`config.mk`:
```
export PLATFORM = sky130hd
export DESIGN_NAME = byte_assembler
export DESIGN_NICKNAME = d
export VERILOG_FILES = /design/src/rtl/byte_assembler.sv
export SDC_FILE = /design/constraint.sdc
export NUM_CORES = 1
export LEC_CHECK = 0
export CORE_MARGIN = 1.5
export CORE_UTILIZATION = 40
export CTS_BUF_LIST = sky130_fd_sc_hd__clkbuf_2 sky130_fd_sc_hd__clkbuf_4 sky130_fd_sc_hd__clkbuf_8
export CTS_CLUSTER_SIZE = 10
export DETAILED_ROUTE_END_ITERATION = 6
export MAX_ROUTING_LAYER = met4
export PLACE_DENSITY = 0.7
export REMOVE_ABC_BUFFERS = 1
export SLEW_MARGIN = 25
export SYNTH_ARGS = -nofsm -noshare
export SYNTH_HDL_FRONTEND = slang
export SYNTH_SLANG_ARGS = --single-unit
export TNS_END_PERCENT = 30
```
`constraint.sdc`:
```
create_clock -name clk -period 2.6 [get_ports clk]
set_input_delay 0.52 -clock clk [delete_from_list [all_inputs] [get_ports clk]]
set_output_delay 0.52 -clock clk [all_outputs]
set_load 0.005 [all_outputs]
```
`src/rtl/byte_assembler.sv`:
```
// byte_assembler: serial-to-parallel word assembler with a one-entry
// valid/ready output holding register and a sticky overflow flag.
// Optional feature macro: BYTE_ASSEMBLER_PARITY_CHECK_EN adds a trailing
// even-parity bit per word, checked into parity_err.
module byte_assembler #(
  parameter int unsigned WIDTH     = 8,
  parameter int unsigned MSB_FIRST = 1
) (
  input  logic             clk,
  input  logic             reset,
  input  logic             bit_in,
  input  logic             bit_valid,
  input  logic             frame_start,
  output logic [WIDTH-1:0] byte_out,
  output logic             byte_valid,
  input  logic             byte_ready,
  output logic             overflow,
  input  logic             overflow_clr,
  output logic [3:0]       bit_count,
  output logic             parity_err
);

  typedef enum logic [1:0] {
    IDLE    = 2'd0,
    COLLECT = 2'd1,
    PARITY  = 2'd2
  } state_t;

  localparam logic [3:0] LAST = 4'(WIDTH - 1);

  state_t           r_state;
  logic [WIDTH-1:0] r_shift;
  logic [3:0]       r_count;
  logic [WIDTH-1:0] r_byte;
  logic             r_valid;
  logic             r_overflow;
  logic             r_perr;

  logic [WIDTH-1:0] w_base_shift;
  logic [3:0]       w_base_cnt;
  logic [WIDTH-1:0] w_shifted;
  logic             w_in_parity;
  logic             w_last;
  logic             w_done;
  logic [WIDTH-1:0] w_word;
  logic             w_perr;

  // frame_start discards the partial word before the current bit is applied,
  // so a bit sampled together with frame_start becomes bit 0 of a new word.
  always_comb begin
    w_base_shift = frame_start ? '0 : r_shift;
    w_base_cnt   = frame_start ? '0 : r_count;
    w_in_parity  = (r_state == PARITY) && !frame_start;
    if (MSB_FIRST != 0) begin
      w_shifted = {w_base_shift[WIDTH-2:0], bit_in};
    end else begin
      w_shifted = {bit_in, w_base_shift[WIDTH-1:1]};
    end
    w_last = (w_base_cnt == LAST) && !w_in_parity;
`ifdef BYTE_ASSEMBLER_PARITY_CHECK_EN
    w_done = bit_valid && w_in_parity;
    w_word = r_shift;
    w_perr = ^{r_shift, bit_in};
`else
    w_done = bit_valid && w_last;
    w_word = w_shifted;
    w_perr = 1'b0;
`endif
  end

  // Collection FSM, output holding register and sticky overflow.
  always_ff @(posedge clk or posedge reset) begin
    if (reset) begin
      r_state    <= IDLE;
      r_shift    <= '0;
      r_count    <= '0;
      r_byte     <= '0;
      r_valid    <= 1'b0;
      r_overflow <= 1'b0;
      r_perr     <= 1'b0;
    end else begin
      if (bit_valid) begin
        if (w_in_parity) begin
          r_state <= IDLE;
          r_count <= '0;
          r_shift <= '0;
        end else if (w_last) begin
          r_count <= '0;
`ifdef BYTE_ASSEMBLER_PARITY_CHECK_EN
          r_state <= PARITY;
          r_shift <= w_shifted;
`else
          r_state <= IDLE;
          r_shift <= '0;
`endif
        end else begin
          r_state <= COLLECT;
          r_count <= w_base_cnt + 4'd1;
          r_shift <= w_shifted;
        end
      end else if (frame_start) begin
        r_state <= IDLE;
        r_count <= '0;
        r_shift <= '0;
      end

      // A completing word is accepted if the slot is empty or being drained
      // on this same edge; otherwise it is dropped and flagged.
      if (w_done && (!r_valid || byte_ready)) begin
        r_byte  <= w_word;
        r_perr  <= w_perr;
        r_valid <= 1'b1;
      end else if (r_valid && byte_ready) begin
        r_valid <= 1'b0;
      end

      if (w_done && r_valid && !byte_ready) begin
        r_overflow <= 1'b1;
      end else if (overflow_clr) begin
        r_overflow <= 1'b0;
      end
    end
  end

  assign byte_out   = r_byte;
  assign byte_valid = r_valid;
  assign overflow   = r_overflow;
  assign bit_count  = r_count;
`ifdef BYTE_ASSEMBLER_PARITY_CHECK_EN
  assign parity_err = r_perr;
`else
  assign parity_err = 1'b0;
`endif

endmodule

```
==> results of run 1 <==
## stage by stage
| step | power [mW] | setup slack, ps |
|---|---|---|
| 2_1_floorplan | 0.371 | 834 |
| 3_3_place_gp | 0.404 | 204 |
| 3_5_place_dp | 0.406 | 158 |
| 4_1_cts | 0.572 | 487 |
| 5_1_grt | 0.596 | 457 |
| 6_report | 0.561 | 497 |
## sequential cells by signal, summed over array words and instances (netlist names)
name and count:
bit_count 4, byte_out 8, byte_valid 1, overflow 1, r_shift 7
## power breakdown
group          internal [mW]  switching [mW]  total, mW  leakage (nW)
clock                 0.0701          0.0925      0.163        0.0184
combinational         0.0312          0.0260     0.0572         0.242
sequential             0.335         0.00660      0.341         0.288
total                  0.436           0.125      0.561         0.549
## per-layer routing
metal	track usage [%]	routed length [µm]
met1	20.0	782
met2	20.8	703
met3	3.80	78
met4	8.56	12
met5	-	0
## layout by cell type (no fill, tap or decap)
master,netlist,final
and2b_2,3,3
nor2b_1,7,7
nand2_1,4,4
a22o_1,7,7
nor2_1,2,2
nand4_1,1,1
clkdlybuf4s50_1,0,20
dfrtp_1,21,21
or3_1,1,1
xnor2_1,2,2
buf_4,1,2
mux2_2,9,9
conb_1,1,1
clkbuf_4,0,4
ha_1,1,1
nand3_4,1,1
o22ai_1,1,1
inv_1,4,4
a21oi_1,1,1
nand2b_1,1,1
a311oi_2,1,1
and4bb_2,1,1
## cell type report
class / count / area, µm²
Fill cell: 211 / 1010
Sequential cell: 21 / 526
Multi-Input combinational cell: 44 / 364
Timing Repair Buffer: 22 / 215
Tap cell: 28 / 35.0
Clock buffer: 4 / 30.0
Inverter: 4 / 15.0
## worst max-delay path by stage
stage,startpoint,end,slack [ps],depth (start not counted)
3_5_place_dp,frame_start,byte_out[1],160,6
3_3_place_gp,frame_start,byte_out[0],200,6
4_1_cts,frame_start,byte_out[6],490,6
5_1_grt,frame_start,byte_out[6],460,6
6_report,frame_start,byte_out[6],500,6
2_1_floorplan,frame_start,byte_out[0],830,5
## cells by family (layout without fill, tap and decap cells)
kind of cell,after synthesis,count (layout),share of synthesized area (%)
AOI/OAI and AO/OA,10,10,9.55
xor gates and xnor gates,2,2,1.91
adders and majority gates,1,1,1.36
buffers and inverters,6,30,3.00
DFF,21,21,57.3
muxes,9,9,11.1
other,1,1,0.409
and+or+nand+nor,21,21,15.4
==> run metrics, run 1 <==
outcome complete, no violations; post-synthesis to final-layout area growth 29.2%; first-pass GRT wire length 2.73 mm; data arrival time of the critical path 2290 ps; standard cell with the maximum stage delay on the critical path clkdlybuf4s50_1; EDFF count, synth 0; most instantiated cells after synthesis dfrtp_1 (21), mux2_2 (9), a22o_1 (7), nor2b_1 (7); worst clock skew on the final layout 2.64 ps; cts bufs inserted 3; Relative slew margins 48.5%; number of vias after detailed routing 609; actual slew at the worst max-slew pin 772 ps; placed cell area 0.00115 mm²; pin count of the biggest net entering global routing 22; Peak supply drop 0.247 mV; Largest stage delay, worst path 540 ps; post-route fraction of the period consumed by the critical path 80.9%; kind of end point of the critical path flip-flop; instance count after placement with tap cells included 119; post-detailed-route wirelength per cell 12.8 µm; maximum capacitance violations 0; reg2reg setup slack 880 ps; H-Tree Level Count 1; static power due to leakage 0.549 nW; CP delay by family, top simple AND/OR/NAND/NOR gates; CTS sink count 21; Row Count 17; number of hold buffers added after CTS 0; DRC violation total after the first TritonRoute iteration 4; die width 50.9 µm; half-perimeter wire length after detailed placement 1.18 mm; largest cells by area after synthesis dfrtp_1 (57%), mux2_2 (11%), a22o_1 (6.7%); post-route ant nets 0; utilization after layout 54.1%; fraction of post-synthesis cell area in the top cell type by area 57.3%; insertion delay of the later-clocked pin in the worst-skew pair 290 ps; detailed-route vias per instance 4.95; post-synthesis cell type with the largest combined area dfrtp_1; share of cells above drive strength 1 22.1%; startpoint of the most critical hold path byte_out[5]; fraction of registers with async set or reset after synthesis 100%; initial antenna violation count 0; most instantiated library cell after synthesis dfrtp_1; count of nets after finishing 104; TritonCTS clock tree yes; post-synthesis area per instance 12.9 µm²; number of instances on the worst hold path 1; share of synthesized area occupied by flip-flops and latches 57.3%; setup repair after global routing missed its margin false; crit-path max FO 8; Max Slew Vio Count 0; initial core utilization 41.9%; Final Routed Wirelength 1.58 mm; worst hold path endpoint byte_out[5]; number of standard cells in the layout, taps in and fillers out 123; Fin Setup TNS 0 ps; root buf cell clkbuf_4; Crit Path Category primary input to flip-flop; Final Hold Fails 0; number of cells on the worst reg-to-reg path 5; worst path required time 2790 ps; via count of the first global-routing pass 615; area of the mapped netlist 917 µm²; Yosys cell types 21; Synth Instances 71; finished layout cell area 0.00118 mm²; post-route worst hold slack 513 ps; type of the worst min-delay path flip-flop to flip-flop; type of element launching the critical path primary input; startpoint of the worst register-to-register path bit_count[0]; Critical path buffers and inverters 1; Longest Clk Path Bufs 2; number of top-level pins 22; Yosys Warn Count 0; # Post-CTS Setup Buffers 0; minimum clock period after layout 2100 ps; gr ovfl total 0; post-synthesis register bit count 21; area of the core region 0.00219 mm²; buffers added on ports 20; Post-route DRC 0; post-CTS clock slew at the launch and capture registers of the worst setup and hold paths 110 ps; Achievable Freq 476 MHz; pwr dens 473 mW/mm²; Die Span Y 50.9 µm; placer's final routability congestion estimate 0.717; final setup fails 0; length of the first detailed-routing pass in iterations 6; overall fraction of global-route tracks in use 15.0%; chain of cells forming the critical path clkdlybuf4s50_1 > and2b_2 > ha_1 > and4bb_2 > nand3_4 > mux2_2; CTS resizes 0; Ant. Diodes 0; top flip-flop cell by instance count after synthesis dfrtp_1; Crit Reg-Reg Endpoint byte_out[6]; overall die area 0.00259 mm²
(Power assumes the default switching activity.)
==> run 2, diff against run 1 <==
clock period = 2.05 ns   (was 2.6 ns; I/O delays follow)
==> run 2 against run 1 <==
Effect of this change:
- sequential power rose by 27%
- sequential share of layout area fell by 1.1 points
- highest routed layer unchanged
- routed wire length fell by 0.95%
- non-clock buffer count rose by 4
- critical path type unchanged
==> run metrics, run 2 (synthesis results as in run 1) <==
Die Span Y 50.9 µm; Row Count 17; first-pass GRT wire length 2.82 mm; outcome complete, no violations; kind of end point of the critical path flip-flop; net switching share of the total power 21.9%; placed cell area 0.00118 mm²; finished layout cell area 0.00121 mm²; DRC violation total after the first TritonRoute iteration 9; setup repair after global routing missed its margin false; post-synthesis to final-layout area growth 32.5%; type of the worst min-delay path primary input to async pin; Achievable Freq 520 MHz; Post-route DRC 0; internal power 557 µW; root buf cell clkbuf_4; Ant. Diodes 0; Final Hold Fails 0; number of vias after detailed routing 621; minimum clock period after layout 1920 ps; area of the core region 0.00219 mm²; maximum capacitance violations 0; final setup fails 0; pin count of the biggest net entering global routing 22; overall fraction of global-route tracks in use 15.2%; gr ovfl total 0; overall die area 0.00259 mm²; post-route fraction of the period consumed by the critical path 93.8%; Tot Pwr 714 µW; initial core utilization 41.9%; type of element launching the critical path primary input; worst path required time 2240 ps; H-Tree Level Count 1; Crit Path Category primary input to flip-flop; post-CTS clock slew at the launch and capture registers of the worst setup and hold paths 110 ps; pwr dens 587 mW/mm²; Largest register FFs 8; count of nets after finishing 108; wire length on met2 716 µm; crit-path max FO 8; met3 wire len 65 µm; placer's final routability congestion estimate 0.737; leading cell type in the layout, fill and taps excluded dfrtp_1; Fin Setup TNS 0 ps; CTS sink count 21; die width 50.9 µm; number of hold buffers added after CTS 0; Max Slew Vio Count 0; post-detailed-route wirelength per cell 12.3 µm; detailed-route vias per instance 4.89; cell depth of the worst setup path 6; number of top-level pins 22; number of cells on the worst reg-to-reg path 5; # Post-CTS Setup Buffers 0; length of the first detailed-routing pass in iterations 2; Largest stage delay, worst path 520 ps; insertion delay of the later-clocked pin in the worst-skew pair 290 ps; commonest non-fill, non-tap cells in the layout dfrtp_1 (21), clkdlybuf4s50_1 (20), mux2_2 (9); sequential power share 60.6%; buffers added on ports 20; data arrival time of the critical path 2110 ps; static power due to leakage 0.568 nW; CP delay by family, top simple AND/OR/NAND/NOR gates; Final Routed Wirelength 1.56 mm; met1 wire length 767 µm; standard cell with the maximum stage delay on the critical path clkdlybuf4s50_1; Filler cells 198; TritonCTS clock tree yes; cts bufs inserted 3; via count of the first global-routing pass 653; CTS resizes 0; combinational group share of total power 10.7%; top routing layer in use met4; initial antenna violation count 0; switching power 156 µW; Critical path buffers and inverters 1; worst clock skew on the final layout 1.44 ps; Peak supply drop 0.336 mV; Longest Clk Path Bufs 2; chain of cells forming the critical path clkdlybuf4s50_1 > and2b_2 > ha_1 > and4bb_2 > nand3_4 > mux2_2; share of cells above drive strength 1 25.3%; part of the power in the clock network 28.6%; half-perimeter wire length after detailed placement 1.17 mm; post-route ant nets 0
run 2: changes by cell type in the layout (fill, tap and decap cells not counted), sizes merged:
cell	before	now
buf	2	6
run 2: power by group through the flow:
stage / Sequential [mW] / Combinational [mW] / Clock [mW]
final: 0.433 / 0.0766 / 0.204
after global routing: 0.435 / 0.0853 / 0.239
after CTS: 0.433 / 0.0785 / 0.218
after detailed placement: 0.441 / 0.0781 / 0
after global placement: 0.440 / 0.0773 / 0
after floorplan: 0.439 / 0.0314 / 0
run 2: path summary, 6_finish.rpt:
| kind | from | end | slack (ps) |
|---|---|---|---|
| worst max-delay path | frame_start | byte_out[7] | 130 |
| worst min-delay path | reset | byte_out[0] | 420 |
| worst max register to register | bit_count[1] | byte_out[7] | 380 |
| worst min register to register | r_shift[4] | r_shift[4] | 510 |
| max in group asynchronous | reset | byte_valid | 1410 |
| min in group clk | r_shift[4] | r_shift[4] | 510 |
run 2: worst register-to-register path: stages (launching register included):
cell and delay [ps]:
dfrtp_1 420, and2b_2 210, ha_1 180, and4bb_2 260
nand3_4 140, mux2_2 350
run 2: metrics by stage:
step	worst slack [ps]	util, %	instances	hold slack (ps)
2_1_floorplan	394	-	69	387
3_3_place_gp	-191	54.1	123	482
3_5_place_dp	-201	54.1	123	483
4_1_cts	119	55.5	127	420
5_1_grt	54.8	55.5	127	445
6_report	127	55.5	127	423
run 2: final cells by class:
class                   count  area, µm²  area share [%]
well taps                  28       35.0            2.88
repair buffers             26        245            20.2
flip-flops and latches     21        526            43.3
multi-input cells          44        364            30.0
clock buffers               4       30.0            2.47
inverters                   4       15.0            1.24
run 2: metal layers:
metal / up-vias / global-route usage, %
li1: 304 / -
met1: 300 / 20.7
met2: 15 / 21.9
met3: 2 / 3.51
met4: 0 / 6.76
met5: - / -
